===== src/rtl/bsg_idiv_pkg.sv =====
// Shared types and helpers for the tagged iterative divider.
// cond_negate works at a fixed maximum width; callers keep the low width_p bits (width_p < 128).
package bsg_idiv_pkg;

    localparam int bsg_idiv_max_width_lp = 128;

    typedef enum logic [1:0] {IDLE, CALC, FIX, DONE} bsg_idiv_state_e;

    // Two's-complement negate when neg is set; the low N bits of the result are the N-bit negation.
    function automatic logic [bsg_idiv_max_width_lp-1:0] cond_negate(
        input logic [bsg_idiv_max_width_lp-1:0] val,
        input logic                             neg
    );
        return neg ? (~val + 1'b1) : val;
    endfunction

endpackage


===== src/rtl/bsg_idiv_step.sv =====
// One restoring radix-2 division step: shift {rem,quo} left, trial-subtract the divisor.
module bsg_idiv_step
#(
    parameter int width_p = 64
)
(
    input  logic [width_p-1:0] rem_i,
    input  logic [width_p-1:0] quo_i,
    input  logic [width_p-1:0] divisor_i,
    output logic [width_p-1:0] rem_o,
    output logic [width_p-1:0] quo_o
);

    logic [width_p:0] rem_sh;
    logic [width_p:0] diff;

    // rem < divisor on entry, so the difference always fits width_p+1 signed bits.
    always_comb begin
        rem_sh = {rem_i, quo_i[width_p-1]};
        diff   = rem_sh - {1'b0, divisor_i};
        if (!diff[width_p]) begin
            rem_o = diff[width_p-1:0];
            quo_o = {quo_i[width_p-2:0], 1'b1};
        end else begin
            rem_o = rem_sh[width_p-1:0];
            quo_o = {quo_i[width_p-2:0], 1'b0};
        end
    end

endmodule


===== src/rtl/bsg_idiv_iterative_tagged.sv =====
// Tagged iterative restoring divider with RISC-V divide-by-zero and signed-overflow results.
// Optional macro BSG_IDIV_FAST_DBZ_EN: divide-by-zero skips CALC/FIX and completes one cycle after accept.
//
// state | meaning
// IDLE  | ready for a request
// CALC  | one restoring step per cycle, width_p cycles
// FIX   | apply signs and special cases
// DONE  | result valid, held until yumi_i
module bsg_idiv_iterative_tagged
    import bsg_idiv_pkg::*;
#(
    parameter int width_p     = 64,
    parameter int tag_width_p = 4
)
(
    input  logic                   clk_i,
    input  logic                   reset_n_i,
    input  logic                   v_i,
    output logic                   ready_and_o,
    input  logic [width_p-1:0]     dividend_i,
    input  logic [width_p-1:0]     divisor_i,
    input  logic                   signed_div_i,
    input  logic [tag_width_p-1:0] tag_i,
    output logic                   v_o,
    output logic [width_p-1:0]     quotient_o,
    output logic [width_p-1:0]     remainder_o,
    output logic [tag_width_p-1:0] tag_o,
    output logic                   dbz_o,
    input  logic                   yumi_i
);

    localparam int cnt_w_lp = $clog2(width_p);
    localparam int pad_w_lp = bsg_idiv_max_width_lp - width_p;

    bsg_idiv_state_e state_q, state_d;

    logic [cnt_w_lp-1:0]    cnt_q, cnt_d;
    logic [width_p-1:0]     rem_q, rem_d, quo_q, quo_d;
    logic [width_p-1:0]     dvsr_q, dvsr_d, dvnd_q, dvnd_d;
    logic [tag_width_p-1:0] tag_q, tag_d;
    logic                   neg_quo_q, neg_quo_d, neg_rem_q, neg_rem_d;
    logic                   signed_q, signed_d, dbz_q, dbz_d;

    logic [width_p-1:0] step_rem, step_quo;
    logic [width_p-1:0] abs_dvnd, abs_dvsr, fix_quo, fix_rem;
    logic [pad_w_lp-1:0] pad0_unused, pad1_unused, pad2_unused, pad3_unused;
    logic               fast_dbz, ovf;

`ifdef BSG_IDIV_FAST_DBZ_EN
    assign fast_dbz = (divisor_i == '0);
`else
    assign fast_dbz = 1'b0;
`endif

    assign {pad0_unused, abs_dvnd} = cond_negate(bsg_idiv_max_width_lp'(dividend_i),
                                                 signed_div_i & dividend_i[width_p-1]);
    assign {pad1_unused, abs_dvsr} = cond_negate(bsg_idiv_max_width_lp'(divisor_i),
                                                 signed_div_i & divisor_i[width_p-1]);
    assign {pad2_unused, fix_quo}  = cond_negate(bsg_idiv_max_width_lp'(quo_q), neg_quo_q);
    assign {pad3_unused, fix_rem}  = cond_negate(bsg_idiv_max_width_lp'(rem_q), neg_rem_q);

    // Most-negative / -1: |divisor| is 1 and the signs agree, so the quotient is not negated.
    assign ovf = signed_q && !neg_quo_q && (dvsr_q == width_p'(1))
              && (dvnd_q == {1'b1, {(width_p-1){1'b0}}});

    bsg_idiv_step #(.width_p(width_p)) step_u (
        .rem_i    (rem_q),
        .quo_i    (quo_q),
        .divisor_i(dvsr_q),
        .rem_o    (step_rem),
        .quo_o    (step_quo)
    );

    always_ff @(posedge clk_i or negedge reset_n_i) begin
        if (!reset_n_i) begin
            state_q   <= IDLE;
            cnt_q     <= '0;
            rem_q     <= '0;
            quo_q     <= '0;
            dvsr_q    <= '0;
            dvnd_q    <= '0;
            tag_q     <= '0;
            neg_quo_q <= 1'b0;
            neg_rem_q <= 1'b0;
            signed_q  <= 1'b0;
            dbz_q     <= 1'b0;
        end else begin
            state_q   <= state_d;
            cnt_q     <= cnt_d;
            rem_q     <= rem_d;
            quo_q     <= quo_d;
            dvsr_q    <= dvsr_d;
            dvnd_q    <= dvnd_d;
            tag_q     <= tag_d;
            neg_quo_q <= neg_quo_d;
            neg_rem_q <= neg_rem_d;
            signed_q  <= signed_d;
            dbz_q     <= dbz_d;
        end
    end

    always_comb begin
        state_d = state_q;
        unique case (state_q)
            IDLE:    if (v_i) state_d = fast_dbz ? DONE : CALC;
            CALC:    if (cnt_q == '0) state_d = FIX;
            FIX:     state_d = DONE;
            DONE:    if (yumi_i) state_d = IDLE;
            default: state_d = IDLE;
        endcase
    end

    always_comb begin
        ready_and_o = (state_q == IDLE);
        v_o         = (state_q == DONE);
        quotient_o  = quo_q;
        remainder_o = rem_q;
        tag_o       = tag_q;
        dbz_o       = dbz_q;
    end

    always_comb begin
        cnt_d     = cnt_q;
        rem_d     = rem_q;
        quo_d     = quo_q;
        dvsr_d    = dvsr_q;
        dvnd_d    = dvnd_q;
        tag_d     = tag_q;
        neg_quo_d = neg_quo_q;
        neg_rem_d = neg_rem_q;
        signed_d  = signed_q;
        dbz_d     = dbz_q;
        unique case (state_q)
            IDLE: if (v_i) begin
                tag_d     = tag_i;
                signed_d  = signed_div_i;
                rem_d     = '0;
                quo_d     = abs_dvnd;
                dvsr_d    = abs_dvsr;
                dvnd_d    = dividend_i;
                neg_quo_d = signed_div_i & (dividend_i[width_p-1] ^ divisor_i[width_p-1]);
                neg_rem_d = signed_div_i & dividend_i[width_p-1];
                cnt_d     = cnt_w_lp'(width_p - 1);
                dbz_d     = 1'b0;
                if (fast_dbz) begin
                    quo_d = '1;
                    rem_d = dividend_i;
                    dbz_d = 1'b1;
                end
            end
            CALC: begin
                rem_d = step_rem;
                quo_d = step_quo;
                cnt_d = cnt_q - 1'b1;
            end
            FIX: begin
                if (dvsr_q == '0) begin
                    quo_d = '1;
                    rem_d = dvnd_q;
                    dbz_d = 1'b1;
                end else if (ovf) begin
                    quo_d = dvnd_q;
                    rem_d = '0;
                end else begin
                    quo_d = fix_quo;
                    rem_d = fix_rem;
                end
            end
            default: ;
        endcase
    end

    // The consumer may only take a result that is actually being offered.
    assert property (@(posedge clk_i) disable iff (!reset_n_i) yumi_i |-> v_o);

endmodule


===== config.mk =====
export PLATFORM = sky130hd
export DESIGN_NAME = bsg_idiv_iterative_tagged
export DESIGN_NICKNAME = d
export VERILOG_FILES = /design/src/rtl/bsg_idiv_pkg.sv /design/src/rtl/bsg_idiv_step.sv /design/src/rtl/bsg_idiv_iterative_tagged.sv
export SDC_FILE = /design/constraint.sdc
export NUM_CORES = 1
export LEC_CHECK = 0
export CAP_MARGIN = 20
export CELL_PAD_IN_SITES_DETAIL_PLACEMENT = 1
export CELL_PAD_IN_SITES_GLOBAL_PLACEMENT = 1
export CORE_ASPECT_RATIO = 0.5
export CORE_MARGIN = 8
export CORE_UTILIZATION = 46
export DETAILED_ROUTE_END_ITERATION = 7
export PLACE_DENSITY = 0.89
export SYNTH_ARGS = -nofsm -noshare
export SYNTH_HDL_FRONTEND = slang
export SYNTH_SLANG_ARGS = --single-unit

===== constraint.sdc =====
create_clock -name clk_i -period 8.5 [get_ports clk_i]
set_clock_uncertainty 0.05 [all_clocks]
set_input_delay 1.275 -clock clk_i [delete_from_list [all_inputs] [get_ports clk_i]]
set_output_delay 1.275 -clock clk_i [all_outputs]
set_load 0.02 [all_outputs]

==> flow_metrics.tcl <==
set metrics [dict create \
    outcome "finished, violations left" \
    failed_checks "design-rule violations" \
    area_delta_synth_final_pct 18.78 \
    p_leak_uw 0.01052 \
    yosysTopAreaCell "dfrtp_1" \
    power_density_nw_per_um2 465.5 \
    drc 2 \
    port_buffers 271 \
    synth_seq_area_share 0.3029 \
    clock_sinks 272 \
    antenna_found_initial 8 \
    min_to "dvsr_q[56]$_DFFE_PN0P_" \
    crit_path_end_kind "flip-flop" \
    r2r_end "remainder_o[21]$_DFFE_PN0P_" \
    htree_levels 1 \
    start_util 0.4647 \
    synth.area.top_cells "dfrtp_1 (30%), o21ai_0 (7.8%), xnor2_1 (5.8%)" \
    hp-start "dvsr_q[56]$_DFFE_PN0P_" \
    ios 272 \
    min_path_type "flip-flop to flip-flop" \
    routabilityCongestion 0.9931 \
    syn_inst 2838 \
    fp.coreArea_um2 48350 \
    r2r_setup_slack_ps 3030 \
    clockBufferDepth 3 \
    yosys_warnings 0 \
    place_hpwl_mm 70.96 \
    fin_crit_ps 5466 \
    grt_usage 0.3310 \
    finalMaxSlewViolations 0 \
    first_global_vias 24680 \
    fin_hold_ws_ps 465.4 \
    path_clk_slew_ps 70 \
    maxCapViolations 0 \
    dieArea_um2 56600 \
    synth_seq_cells 272 \
    postCtsResizedCells 0 \
    fin_ws_ps 3034 \
    die_h_um 172.3 \
    first_pass_iters 8 \
    fin_crit_sh 0.6430 \
    grt.overflow.total 0 \
    drt_iter0_markers 3097 \
    layout_commonest_cell "o21ai_0" \
    clock_latency_ps 640 \
    synthArstFlopShare 1.000 \
    cts-root-buf "clkbuf_16" \
    wl_per_cell_um 26.80 \
    vias 24560 \
    whs_path_depth 2 \
    synthFlopType "dfrtp_1" \
    reg2reg_depth 14 \
    synthesis.area_um2 22470 \
    ys_types 79 \
    crit_fanout 23 \
    regToRegStartpoint "quotient_o[63]$_DFFE_PN0P_" \
    post_cts_buffers 0 \
    grt_max_degree 124 \
    avgViaCountPerCell 6.682 \
    slew_headroom 0.2284 \
    fin_nets 3207 \
    numCtsBuffers 30 \
    syn_avg_cell_area_um2 7.917 \
    layout_common_cells "o21ai_0 (350), nand2_1 (320), dfrtp_1 (272), clkdlybuf4s50_1 (270), nor2_1 (212)" \
    ant_nets 0 \
    required_ps 8880 \
    synth_fp_nets 3050 \
    synth-edff-count 0 \
    tightest_slew_ps 1157 \
    arrival_ps 5850 \
    critPathLaunchType "flip-flop" \
    synth_top_area_share 0.3029 \
    rsz0062_at_grt "false" \
    critical_path_class "flip-flop to flip-flop" \
    pre_cts_ws_ps 3244 \
    die_x_um 328.6 \
    cts_hold_buf 0 \
    drive_gt1_frac 0.06693 \
    routed_wirelength_mm 98.50 \
    rows 57 \
    fmax_ghz 0.1830 \
    grt_pass1_wl_mm 149.5 \
    cts_tree "built" \
    ir_worst_vdd_uv 252.5 \
    hold_violations 0 \
    fin_setup_tns_ps 0 \
    setup_violations 0 \
]
cells by family after synthesis:
logic type | share of synthesized area
AOI/OAI and AO/OA | 0.2441
xor gates and xnor gates | 0.1045
adders and majority gates | 0.04210
buffers and inverters | 0.04772
DFF | 0.3029
muxes | 0.05257
and+or+nand+nor | 0.2061
cell usage after synthesis, types with 80 or more instances:
cell type	n
a21oi_1	189
clkbuf_1	154
dfrtp_1	272
inv_1	106
mux2_2	80
nand2_1	322
nor2_1	214
nor3_1	94
nor4_1	83
o21ai_0	352
xnor2_1	148
xor2_1	120
per-layer routing:
metal | vias up | part of all wire | GRT usage | wire length, um
met5 | - | 0.00023 | 0 | 23
met2 | 1332 | 0.44 | 0.5235 | 43830
li1 | 10730 | - | - | -
met3 | 257 | 0.095 | 0.06998 | 9390
met1 | 12240 | 0.42 | 0.4481 | 41350
met4 | 4 | 0.040 | 0.1175 | 3900
sequential cells by signal (all words and copies together), names as in the netlist:
register,count
cnt_q,6
dbz_o,1
dvnd_q,64
dvsr_q,64
neg_quo_q,1
neg_rem_q,1
quotient_o,64
remainder_o,64
signed_q,1
state_q,2
tag_o,4
through the flow:
| step | utilization | power [uW] | instances | cell area, um^2 |
|---|---|---|---|---|
| 3_5_place_dp | 0.5290 | 10660 | 3608 | 25580 |
| 4_1_cts | 0.5493 | 12120 | 3663 | 26560 |
| 6_report | 0.5520 | 12420 | 3675 | 26690 |
| 2_1_floorplan | - | 7842 | 2838 | 22470 |
| 5_1_grt | 0.5520 | 13100 | 3675 | 26690 |
| 3_3_place_gp | 0.5290 | 10360 | 3608 | 25580 |
worst max-delay path by stage:
| stage | from | endpoint | slack [ps] |
|---|---|---|---|
| 2_1_floorplan | divisor_i[8] | dvsr_q[61]$_DFFE_PN0P_ | 4420 |
| 3_3_place_gp | dividend_i[15] | quotient_o[55]$_DFFE_PN0P_ | 3400 |
| 3_5_place_dp | quotient_o[63]$_DFFE_PN0P_ | remainder_o[12]$_DFFE_PN0P_ | 3240 |
| 4_1_cts | quotient_o[63]$_DFFE_PN0P_ | remainder_o[12]$_DFFE_PN0P_ | 3180 |
| 5_1_grt | quotient_o[63]$_DFFE_PN0P_ | remainder_o[21]$_DFFE_PN0P_ | 2740 |
| 6_report | quotient_o[63]$_DFFE_PN0P_ | remainder_o[21]$_DFFE_PN0P_ | 3030 |
layout make-up:
cell class	instances	area [um^2]
multi-input combinational	2285	14660
timing repair buffer	299	3008
fill	5842	21660
clock buffer	33	772.0
sequential	272	6807
clock inverter	22	207.7
inverter	107	401.6
tap	649	812.0
antenna	8	20.02
critical path, stage by stage (launching register included):
cell and delay [ps]:
dfrtp_1 510, inv_1 100, ha_1 260, fa_1 410
nand2b_1 210, a21oi_1 200, o21ai_0 330, o21ai_0 450
a31oi_1 270, o21ai_1 500, xor2_4 660, buf_4 470
mux2_2 400, a222oi_1 280, o21ai_0 140
power breakdown:
part,internal (uW),switching [uW]
logic,3070,5030
clock network,725,631
registers,1880,1080
No activity file was read; power rests on OpenSTA's default activity.
